--- src/rtl/mem_arbiter_pkg.sv ---
// Shared widths and state encodings for the two-client memory arbiter.
package mem_arbiter_pkg;

  localparam int WORD_SIZE  = 16;
  localparam int QWORD_SIZE = 64;

  localparam logic [1:0] ST_IDLE    = 2'd0;
  localparam logic [1:0] ST_BUSY    = 2'd1;
  localparam logic [1:0] ST_RELEASE = 2'd2;

  // Round-robin pick: on a tie the client that did not win last time goes.
  function automatic logic pick_winner(input logic req0, input logic req1,
                                       input logic last_grant);
    return (req0 && req1) ? ~last_grant : ~req0;
  endfunction

endpackage

--- src/rtl/mem_arbiter.sv ---
// Arbitrates the I-cache (client 0) and D-cache (client 1) onto one memory port.
// One request is latched at a time and forwarded from registers only.
module mem_arbiter
  import mem_arbiter_pkg::*;
#(
  parameter int WORD_W = WORD_SIZE,
  parameter int LINE_W = QWORD_SIZE
) (
  input  logic              clk,
  input  logic              reset_n,
  input  logic              c0_read_m,
  input  logic              c0_write_m,
  input  logic [WORD_W-1:0] c0_addr,
  input  logic [WORD_W-1:0] c0_size,
  input  logic [LINE_W-1:0] c0_wdata,
  output logic [LINE_W-1:0] c0_rdata,
  output logic              c0_ack,
  input  logic              c1_read_m,
  input  logic              c1_write_m,
  input  logic [WORD_W-1:0] c1_addr,
  input  logic [WORD_W-1:0] c1_size,
  input  logic [LINE_W-1:0] c1_wdata,
  output logic [LINE_W-1:0] c1_rdata,
  output logic              c1_ack,
  output logic              idle,
  output logic              m_read_m,
  output logic              m_write_m,
  output logic [WORD_W-1:0] m_addr,
  output logic [WORD_W-1:0] m_size,
  output logic [LINE_W-1:0] m_wdata,
  input  logic [LINE_W-1:0] m_rdata,
  input  logic              m_ready,
  input  logic              m_ack
);

  logic [1:0]        state;
  logic              last_grant;
  logic              win_id;
  logic              win_write;
  logic              c0_req;
  logic              c1_req;
  logic              grant_id;
  logic              sel_write;
  logic [WORD_W-1:0] sel_addr;
  logic [WORD_W-1:0] sel_size;
  logic [LINE_W-1:0] sel_wdata;

  always_comb begin
    c0_req    = c0_read_m | c0_write_m;
    c1_req    = c1_read_m | c1_write_m;
    grant_id  = pick_winner(c0_req, c1_req, last_grant);
    sel_write = grant_id ? c1_write_m : c0_write_m;
    sel_addr  = grant_id ? c1_addr    : c0_addr;
    sel_size  = grant_id ? c1_size    : c0_size;
    sel_wdata = grant_id ? c1_wdata   : c0_wdata;
  end

  always_ff @(posedge clk) begin
    if (!reset_n) begin
      state      <= ST_IDLE;
      idle       <= 1'b1;
      last_grant <= 1'b1;
      win_id     <= 1'b0;
      win_write  <= 1'b0;
      m_read_m   <= 1'b0;
      m_write_m  <= 1'b0;
      m_addr     <= '0;
      m_size     <= '0;
      m_wdata    <= '0;
      c0_ack     <= 1'b0;
      c1_ack     <= 1'b0;
      c0_rdata   <= '0;
      c1_rdata   <= '0;
    end else begin
      c0_ack <= 1'b0;
      c1_ack <= 1'b0;
      case (state)
        ST_IDLE: begin
          if ((c0_req || c1_req) && m_ready) begin
            win_id     <= grant_id;
            last_grant <= grant_id;
            win_write  <= sel_write;
            m_read_m   <= ~sel_write;
            m_write_m  <= sel_write;
            m_addr     <= sel_addr;
            m_size     <= sel_size;
            m_wdata    <= sel_wdata;
            state      <= ST_BUSY;
            idle       <= 1'b0;
          end
        end
        ST_BUSY: begin
          if (m_ack) begin
            m_read_m  <= 1'b0;
            m_write_m <= 1'b0;
            if (win_id) c1_ack <= 1'b1;
            else        c0_ack <= 1'b1;
            if (!win_write) begin
              if (win_id) c1_rdata <= m_rdata;
              else        c0_rdata <= m_rdata;
            end
            state <= ST_RELEASE;
          end
        end
        // Grant-free cycle lets the served client drop its held request.
        ST_RELEASE: begin
          state <= ST_IDLE;
          idle  <= 1'b1;
        end
        default: begin
          state     <= ST_IDLE;
          idle      <= 1'b1;
          m_read_m  <= 1'b0;
          m_write_m <= 1'b0;
        end
      endcase
    end
  end

endmodule

--- config.mk ---
export PLATFORM = sky130hd
export DESIGN_NAME = mem_arbiter
export DESIGN_NICKNAME = d
export VERILOG_FILES = /design/src/rtl/mem_arbiter_pkg.sv /design/src/rtl/mem_arbiter.sv
export SDC_FILE = /design/constraint.sdc
export NUM_CORES = 1
export LEC_CHECK = 0
export CAP_MARGIN = 10
export CORE_AREA = 2 2 191 193
export CTS_CLUSTER_SIZE = 8
export DETAILED_ROUTE_END_ITERATION = 10
export DIE_AREA = 0 0 193 195
export GPL_TIMING_DRIVEN = 0
export HOLD_SLACK_MARGIN = 0.08
export SYNTH_ARGS = -nofsm -noshare
export SYNTH_HDL_FRONTEND = slang
export SYNTH_SLANG_ARGS = --single-unit
--- constraint.sdc ---
create_clock -name clk -period 3.4 [get_ports clk]
set_input_delay 0.68 -clock clk [delete_from_list [all_inputs] [get_ports clk]]
set_output_delay 0.68 -clock clk [all_outputs]
set_load 0.01 [all_outputs]
==> Implementation_results.wiki, run 1 <==
{| class="wikitable"
! Metric !! Value
|-
| Run status || completed
|-
| Final worst clock skew || approximately 0.0089 ns
|-
| Max-slew violation count || 0
|-
| Kind of end point of the critical path || flip-flop
|-
| Detailed-route via count || approximately 10,000
|-
| Fill cell total of the finished layout || approximately 3,500
|-
| Setup-failing EPs final || 0
|-
| Row Count || around 70
|-
| Critical path required time || 3.81 ns
|-
| Overall die width || ~190 um
|-
| Fmax || around 350 MHz
|-
| Die Height || between 150 and 200 um
|-
| Total grt overflow || 0
|-
| Ratio of routed vias to standard cells || approximately 5.0
|-
| Setup ws final || about 0.52 ns
|-
| Post-CTS setup buffers || 0
|-
| Clk sink count || 234
|-
| Shortest clock period the worst path allows after layout || approximately 2.9 ns
|-
| Total instance count after detailed placement || 2,046
|-
| Via count of the first global-routing pass || 10,800
|-
| Effective utilization at floorplan || 29.0%
|-
| Hold/Removal Path Class || flip-flop to flip-flop
|-
| Hold-fix buffers, CTS || 0
|-
| Number of design-rule violations left by the first detailed-router iteration || 435
|-
| Maximum clock path buffer count || 3
|-
| Number of max-cap violations || 0
|-
| Core outline area || 35,400 um^2
|-
| Largest fanout of any net on the critical path || 10
|-
| Nets || approximately 1,900
|-
| Count of placed standard cells in the final layout, fillers left out || roughly 2,100
|-
| Global-route usage over all layers || 22.1%
|-
| Net count of the mapped netlist || about 1,400
|-
| Syn. warnings || 0
|-
| Cells resized by post-CTS repair || 0
|-
| #FFs+latches synth || 234
|-
| TritonCTS clock tree || done
|-
| Leading cell types in the layout, fill and taps excluded || sky130_fd_sc_hd__clkdlybuf4s50_1, sky130_fd_sc_hd__dfxtp_1, sky130_fd_sc_hd__nand2_1
|-
| Mean Syn Cell Area || between 9 and 10 um^2
|-
| Global routing usage on met1 || approximately a quarter
|-
| Leakage power figure || between 0.006 and 0.007 uW
|-
| Clock slew seen by the registers of the worst setup and hold paths || 0.05 ns
|-
| Slew Limit Headroom || a little over a third
|-
| Area of the multi-input gates || approximately 5000 um^2
|-
| DRC errors left || 0
|-
| Depth of the CTS H-tree || 2
|-
| Antenna violations before repair || 2
|-
| Top-level I/O count || 493
|-
| Latest clock arrival within the worst-skew pair || 0.50 ns
|-
| Final Cell Area || 16,700 um^2
|-
| Ratio of total power to cell area || approximately 450 nW/um^2
|-
| Post-DR wirelength/cell || just over 20 um
|-
| Kind of launch point of the worst setup path || primary input
|-
| Peak VDD IR || 0.000239 V
|-
| Actual transition at the worst max-transition pin || about 0.96 ns
|-
| Most heavily used metal layer in global routing || met2
|-
| DP HPWL || around 33,000 um
|-
| Number of buffer cells added on primary ports || just under 500
|-
| WP data arrival || between 3 and 4 ns
|-
| Met2 Track Usage GR || about two fifths
|-
| Met3 global-route usage || approximately 6.6%
|-
| Sum of negative setup slack || 0 ns
|-
| Final Hold Viols || 0
|-
| Sequential share of the synthesized area || between 40% and 50%
|-
| Total wire length || 43,400 um
|-
| Final weighted congestion in routability-driven placement || ~0.83
|-
| Share of the clock period used by the worst path || between 80 and 90%
|-
| Unrepaired setup endpoints after global routing || false
|-
| Proportion of layout cells with a drive suffix above 1 || a little under a tenth
|-
| Leading cell type in the layout, fill and taps excluded || sky130_fd_sc_hd__clkdlybuf4s50_1
|-
| Floorplan die area || around 38,000 um^2
|-
| Placed inst area || 15,800 um^2
|-
| Area growth from synthesis to layout || 62.7%
|-
| Storage element area || 4680 um^2
|-
| Netlist Area Pre-Place || 10,300 um^2
|-
| CTS buffer count || 35
|-
| Number of distinct standard cells referenced by the synthesized netlist || 30
|-
| Maximum number of pins on one net before global-route repair || 11
|-
| Post-placement worst setup slack || -0.0427 ns
|-
| First-pass GRT wire length || between 60,000 and 70,000 um
|-
| Cells after Synth || ~1,100
|-
| Clock root cell || sky130_fd_sc_hd__clkbuf_16
|-
| First-pass DRT Iterations || 5
|-
| Critical setup path kind || primary input to flip-flop
|-
| Number of routed nets with antenna violations || 0
|}
==> path summary, 6_finish.rpt <==
kind                            slack [ns]           end         start  depth (start not counted)
worst max-delay path                  0.52    m_size[11]    c0_write_m                          6
worst min register to register        0.45  c0_rdata[20]  c0_rdata[20]                          2
worst min-delay path                  0.45  c0_rdata[20]  c0_rdata[20]                          2
worst max register to register        1.12    m_size[11]    last_grant                          5
==> synthesized netlist by cell type <==
library cell	instances	area share [%]
sky130_fd_sc_hd__nor2_1	4	0.15
sky130_fd_sc_hd__inv_2	1	0.037
sky130_fd_sc_hd__o2bb2ai_1	1	0.085
sky130_fd_sc_hd__buf_2	18	0.88
sky130_fd_sc_hd__nand2_1	193	7.1
sky130_fd_sc_hd__nand3_1	99	4.8
sky130_fd_sc_hd__or2_2	1	0.061
sky130_fd_sc_hd__o22ai_1	3	0.18
sky130_fd_sc_hd__a21boi_0	1	0.073
sky130_fd_sc_hd__o21bai_1	1	0.073
sky130_fd_sc_hd__and3_1	1	0.061
sky130_fd_sc_hd__a2bb2oi_1	1	0.085
sky130_fd_sc_hd__dfxtp_1	234	46
sky130_fd_sc_hd__nor3_1	3	0.15
sky130_fd_sc_hd__nand3b_1	1	0.073
sky130_fd_sc_hd__a21oi_1	98	4.8
sky130_fd_sc_hd__buf_6	9	0.99
sky130_fd_sc_hd__mux2i_1	128	12
sky130_fd_sc_hd__a311oi_2	85	12
sky130_fd_sc_hd__o21ai_0	99	4.8
sky130_fd_sc_hd__or3b_2	1	0.085
sky130_fd_sc_hd__buf_4	1	0.073
sky130_fd_sc_hd__a311oi_1	11	0.94
sky130_fd_sc_hd__buf_1	2	0.073
sky130_fd_sc_hd__or4_1	1	0.073
sky130_fd_sc_hd__and2_1	2	0.12
sky130_fd_sc_hd__nor3b_1	2	0.15
sky130_fd_sc_hd__clkbuf_1	90	3.3
sky130_fd_sc_hd__o21a_1	1	0.073
sky130_fd_sc_hd__o21ba_2	1	0.098
==> layout make-up <==
class,count,share of cell area [%]
diodes,1,0.0150
well taps,461,3.46
clock inverters,3,0.225
flip-flops and latches,234,28.1
inverters,1,0.0225
repair buffers,492,29.5
plain buffers,120,3.26
multi-input cells,738,30.1
clock buffers,38,5.32
==> kinds of logic after synthesis <==
kind of cell           share of synthesized area (%)
flip-flops                                      45.7
buffers and inverters                           5.34
AO/OA/AOI/OAI                                   23.7
AND/OR/NAND/NOR                                 12.8
multiplexers                                    12.5
==> registers in the layout, indices dropped and copies added, names as in the netlist <==
register / count
c0_rdata: 64
c1_rdata: 64
m_wdata: 64
m_addr: 16
m_size: 16
state: 2
c0_ack: 1
c1_ack: 1
idle: 1
last_grant: 1
m_read_m: 1
m_write_m: 1
win_id: 1
win_write: 1
==> stage by stage <==
step	util (%)	hold slack (ns)	total power, uW
floorplan	-	0.455	3740
global placement	44.5	0.444	4590
detailed placement	44.5	0.446	4600
CTS	47.1	0.457	7670
global route	47.1	0.474	7880
finish	47.1	0.454	7580
==> worst max-delay path: stages <==
cell and delay, ns:
sky130_fd_sc_hd__clkdlybuf4s50_1 0.48, sky130_fd_sc_hd__nor2_1 0.67, sky130_fd_sc_hd__clkbuf_1 0.51, sky130_fd_sc_hd__clkbuf_1 0.41, sky130_fd_sc_hd__o21ai_0 0.24, sky130_fd_sc_hd__a311oi_2 0.29
==> report_power, final <==
group	switching, uW	internal [uW]
combinational	749	794
clock	1200	1830
sequential	92.0	2910
total	2040	5530
==> metal layers <==
metal	part of all wire (%)	routed length [um]
met5	0.030	13
met4	3.1	1330
met3	8.6	3710
met2	50	21500
met1	39	16800
Note: power is estimated with default switching activity, not from simulation.
==> inputs of run 2 (changes only) <==
--- a/config.mk
+++ b/config.mk
@@ -6,10 +6,10 @@
 export NUM_CORES = 1
 export LEC_CHECK = 0
 export CAP_MARGIN = 10
-export CORE_AREA = 2 2 191 193
+export CORE_AREA = 2 2 192 194
 export CTS_CLUSTER_SIZE = 8
 export DETAILED_ROUTE_END_ITERATION = 10
-export DIE_AREA = 0 0 193 195
+export DIE_AREA = 0 0 194 196
 export GPL_TIMING_DRIVEN = 0
 export HOLD_SLACK_MARGIN = 0.08
 export SYNTH_ARGS = -nofsm -noshare
==> constraint.sdc (replaced) <==
create_clock -name clk -period 2.7 [get_ports clk]
set_input_delay 0.54 -clock clk [delete_from_list [all_inputs] [get_ports clk]]
set_output_delay 0.54 -clock clk [all_outputs]
set_load 0.01 [all_outputs]
==> run 2 against run 1 <==
Effect of this change: critical endpoint is now m_addr[1]; final area rose by 0.14%; hold slack improved by 0.00050 ns; flip-flop and latch count did not move; critical path depth did not move; total power rose by 27%; routed wire length fell by 2.6%; largest power group unchanged.
==> Implementation_results.wiki, run 2 (synthesized netlist as in run 1, its figures left out) <==
{| class="wikitable"
! Metric !! Value
|-
| Final weighted congestion in routability-driven placement || about 0.87
|-
| Clk sink count || roughly 230
|-
| Cells resized by post-CTS repair || 0
|-
| Detailed-route via count || roughly 10,000
|-
| Via count of the first global-routing pass || 10,500
|-
| Actual transition at the worst max-transition pin || between 0.7 and 0.8 ns
|-
| Kind of end point of the critical path || flip-flop
|-
| DRC errors left || 0
|-
| Hold Worst Slack || about 0.45 ns
|-
| Peak VDD IR || between 0.0004 and 0.0005 V
|-
| Number of design-rule violations left by the first detailed-router iteration || ~380
|-
| Final worst clock skew || ~0.017 ns
|-
| Leakage power figure || a little over 0.006 uW
|-
| Number of buffer cells added on primary ports || 492
|-
| Clock slew seen by the registers of the worst setup and hold paths || 0.05 ns
|-
| Internal reg-to-reg setup slack || approximately 0.37 ns
|-
| Final Cell Area || between 15,000 and 20,000 um^2
|-
| Number of routed nets with antenna violations || 0
|-
| Hold/Removal Path Class || flip-flop to flip-flop
|-
| DP HPWL || about 33,000 um
|-
| Total grt overflow || 0
|-
| Shortest clock period the worst path allows after layout || ~2.5 ns
|-
| Critical setup path kind || primary input to flip-flop
|-
| Area growth from synthesis to layout || 62.9%
|-
| Core outline area || between 30,000 and 40,000 um^2
|-
| Run status || completed
|-
| Maximum clock path buffer count || 3
|-
| Final Hold Viols || 0
|-
| Row Count || 70
|-
| TritonCTS clock tree || done
|-
| Max-slew violation count || 0
|-
| Global-route usage over all layers || between 20% and 30%
|-
| Floorplan die area || between 30,000 and 40,000 um^2
|-
| Die Height || around 200 um
|-
| First-pass GRT wire length || 63,100 um
|-
| Unrepaired setup endpoints after global routing || false
|-
| Critical path required time || between 3 and 4 ns
|-
| Share of the clock period used by the worst path || 93.9%
|-
| Fmax || around 390 MHz
|-
| Latest clock arrival within the worst-skew pair || 0.51 ns
|-
| Nets || around 1,900
|-
| Kind of launch point of the worst setup path || primary input
|-
| Leading cell types in the layout, fill and taps excluded || sky130_fd_sc_hd__clkdlybuf4s50_1, sky130_fd_sc_hd__dfxtp_1, sky130_fd_sc_hd__nand2_1
|-
| Ratio of total power to cell area || 574 nW/um^2
|-
| Setup ws final || around 0.16 ns
|-
| Slew Limit Headroom || roughly 47%
|-
| Overall die width || a little under 200 um
|-
| Post-CTS setup buffers || 0
|-
| First-pass DRT Iterations || 5
|-
| CTS buffer count || 35
|-
| Effective utilization at floorplan || 28.4%
|-
| Largest fanout of any net on the critical path || 10
|-
| Post-placement worst setup slack || -0.491 ns
|-
| Number of max-cap violations || 0
|-
| Hold-fix buffers, CTS || 0
|-
| Post-DR wirelength/cell || just over 20 um
|-
| Leading cell type in the layout, fill and taps excluded || sky130_fd_sc_hd__clkdlybuf4s50_1
|-
| Proportion of layout cells with a drive suffix above 1 || under 10%
|-
| Total wire length || 42,200 um
|-
| Maximum number of pins on one net before global-route repair || 11
|-
| Top-level I/O count || about 500
|-
| Antenna violations before repair || 0
|-
| Sum of negative setup slack || 0 ns
|-
| Clock root cell || sky130_fd_sc_hd__clkbuf_16
|-
| Largest regs || c0_rdata (64), c1_rdata (64), m_wdata (64)
|-
| Depth of the CTS H-tree || 2
|-
| Ratio of routed vias to standard cells || ~5.0
|-
| WP data arrival || a little under 3 ns
|-
| Setup-failing EPs final || 0
|-
| Pwr Total || approximately 9600 uW
|-
| Number of antenna diodes || 0
|-
| Placed inst area || around 16,000 um^2
|-
| Fill cell total of the finished layout || roughly 3,500
|}
## run 2: metal layers
layer | GRT usage, % | vias to the layer above | part of all wire [%]
met4 | 6.06 | 0 | 2.4
met5 | 0 | - | 0
li1 | - | 5015 | -
met1 | 24.8 | 4918 | 41
met3 | 6.21 | 52 | 7.6
met2 | 37.5 | 409 | 49
## run 2: critical path, cell delays in order
cell and delay (ns):
sky130_fd_sc_hd__clkdlybuf4s50_1 0.48, sky130_fd_sc_hd__nor2_1 0.56, sky130_fd_sc_hd__clkbuf_1 0.48, sky130_fd_sc_hd__clkbuf_1 0.40
sky130_fd_sc_hd__o21ai_0 0.20, sky130_fd_sc_hd__a311oi_2 0.28
## run 2: stage by stage
| stage | utilization [%] | cells |
|---|---|---|
| global placement | 43.7 | 2053 |
| CTS | 46.3 | 2093 |
| floorplan | - | 1093 |
| detailed placement | 43.7 | 2053 |
| global route | 46.3 | 2093 |
| finish | 46.3 | 2093 |
## run 2: final cells by class
class / count / area (um^2) / area share (%)
clock buffer: 37 / 905 / 5.41
buffer: 120 / 546 / 3.27
clock inverter: 3 / 32.5 / 0.195
sequential: 234 / 4680 / 28.0
tap: 468 / 586 / 3.50
timing repair buffer: 492 / 4920 / 29.5
multi-input combinational: 738 / 5030 / 30.1
inverter: 1 / 3.75 / 0.0225
## run 2: worst paths after layout
check / startpoint / to / cells after the start
min: c0_rdata[12] / c0_rdata[12] / 2
max: c0_write_m / m_addr[1] / 6
min reg2reg: c0_rdata[12] / c0_rdata[12] / 2
max reg2reg: state[1] / last_grant / 5
## run 2: where the power goes
part | switching (uW) | internal (uW) | total, uW
Sequential | 118 | 3660 | 3780
Clock | 1530 | 2350 | 3890
Combinational | 925 | 1000 | 1930
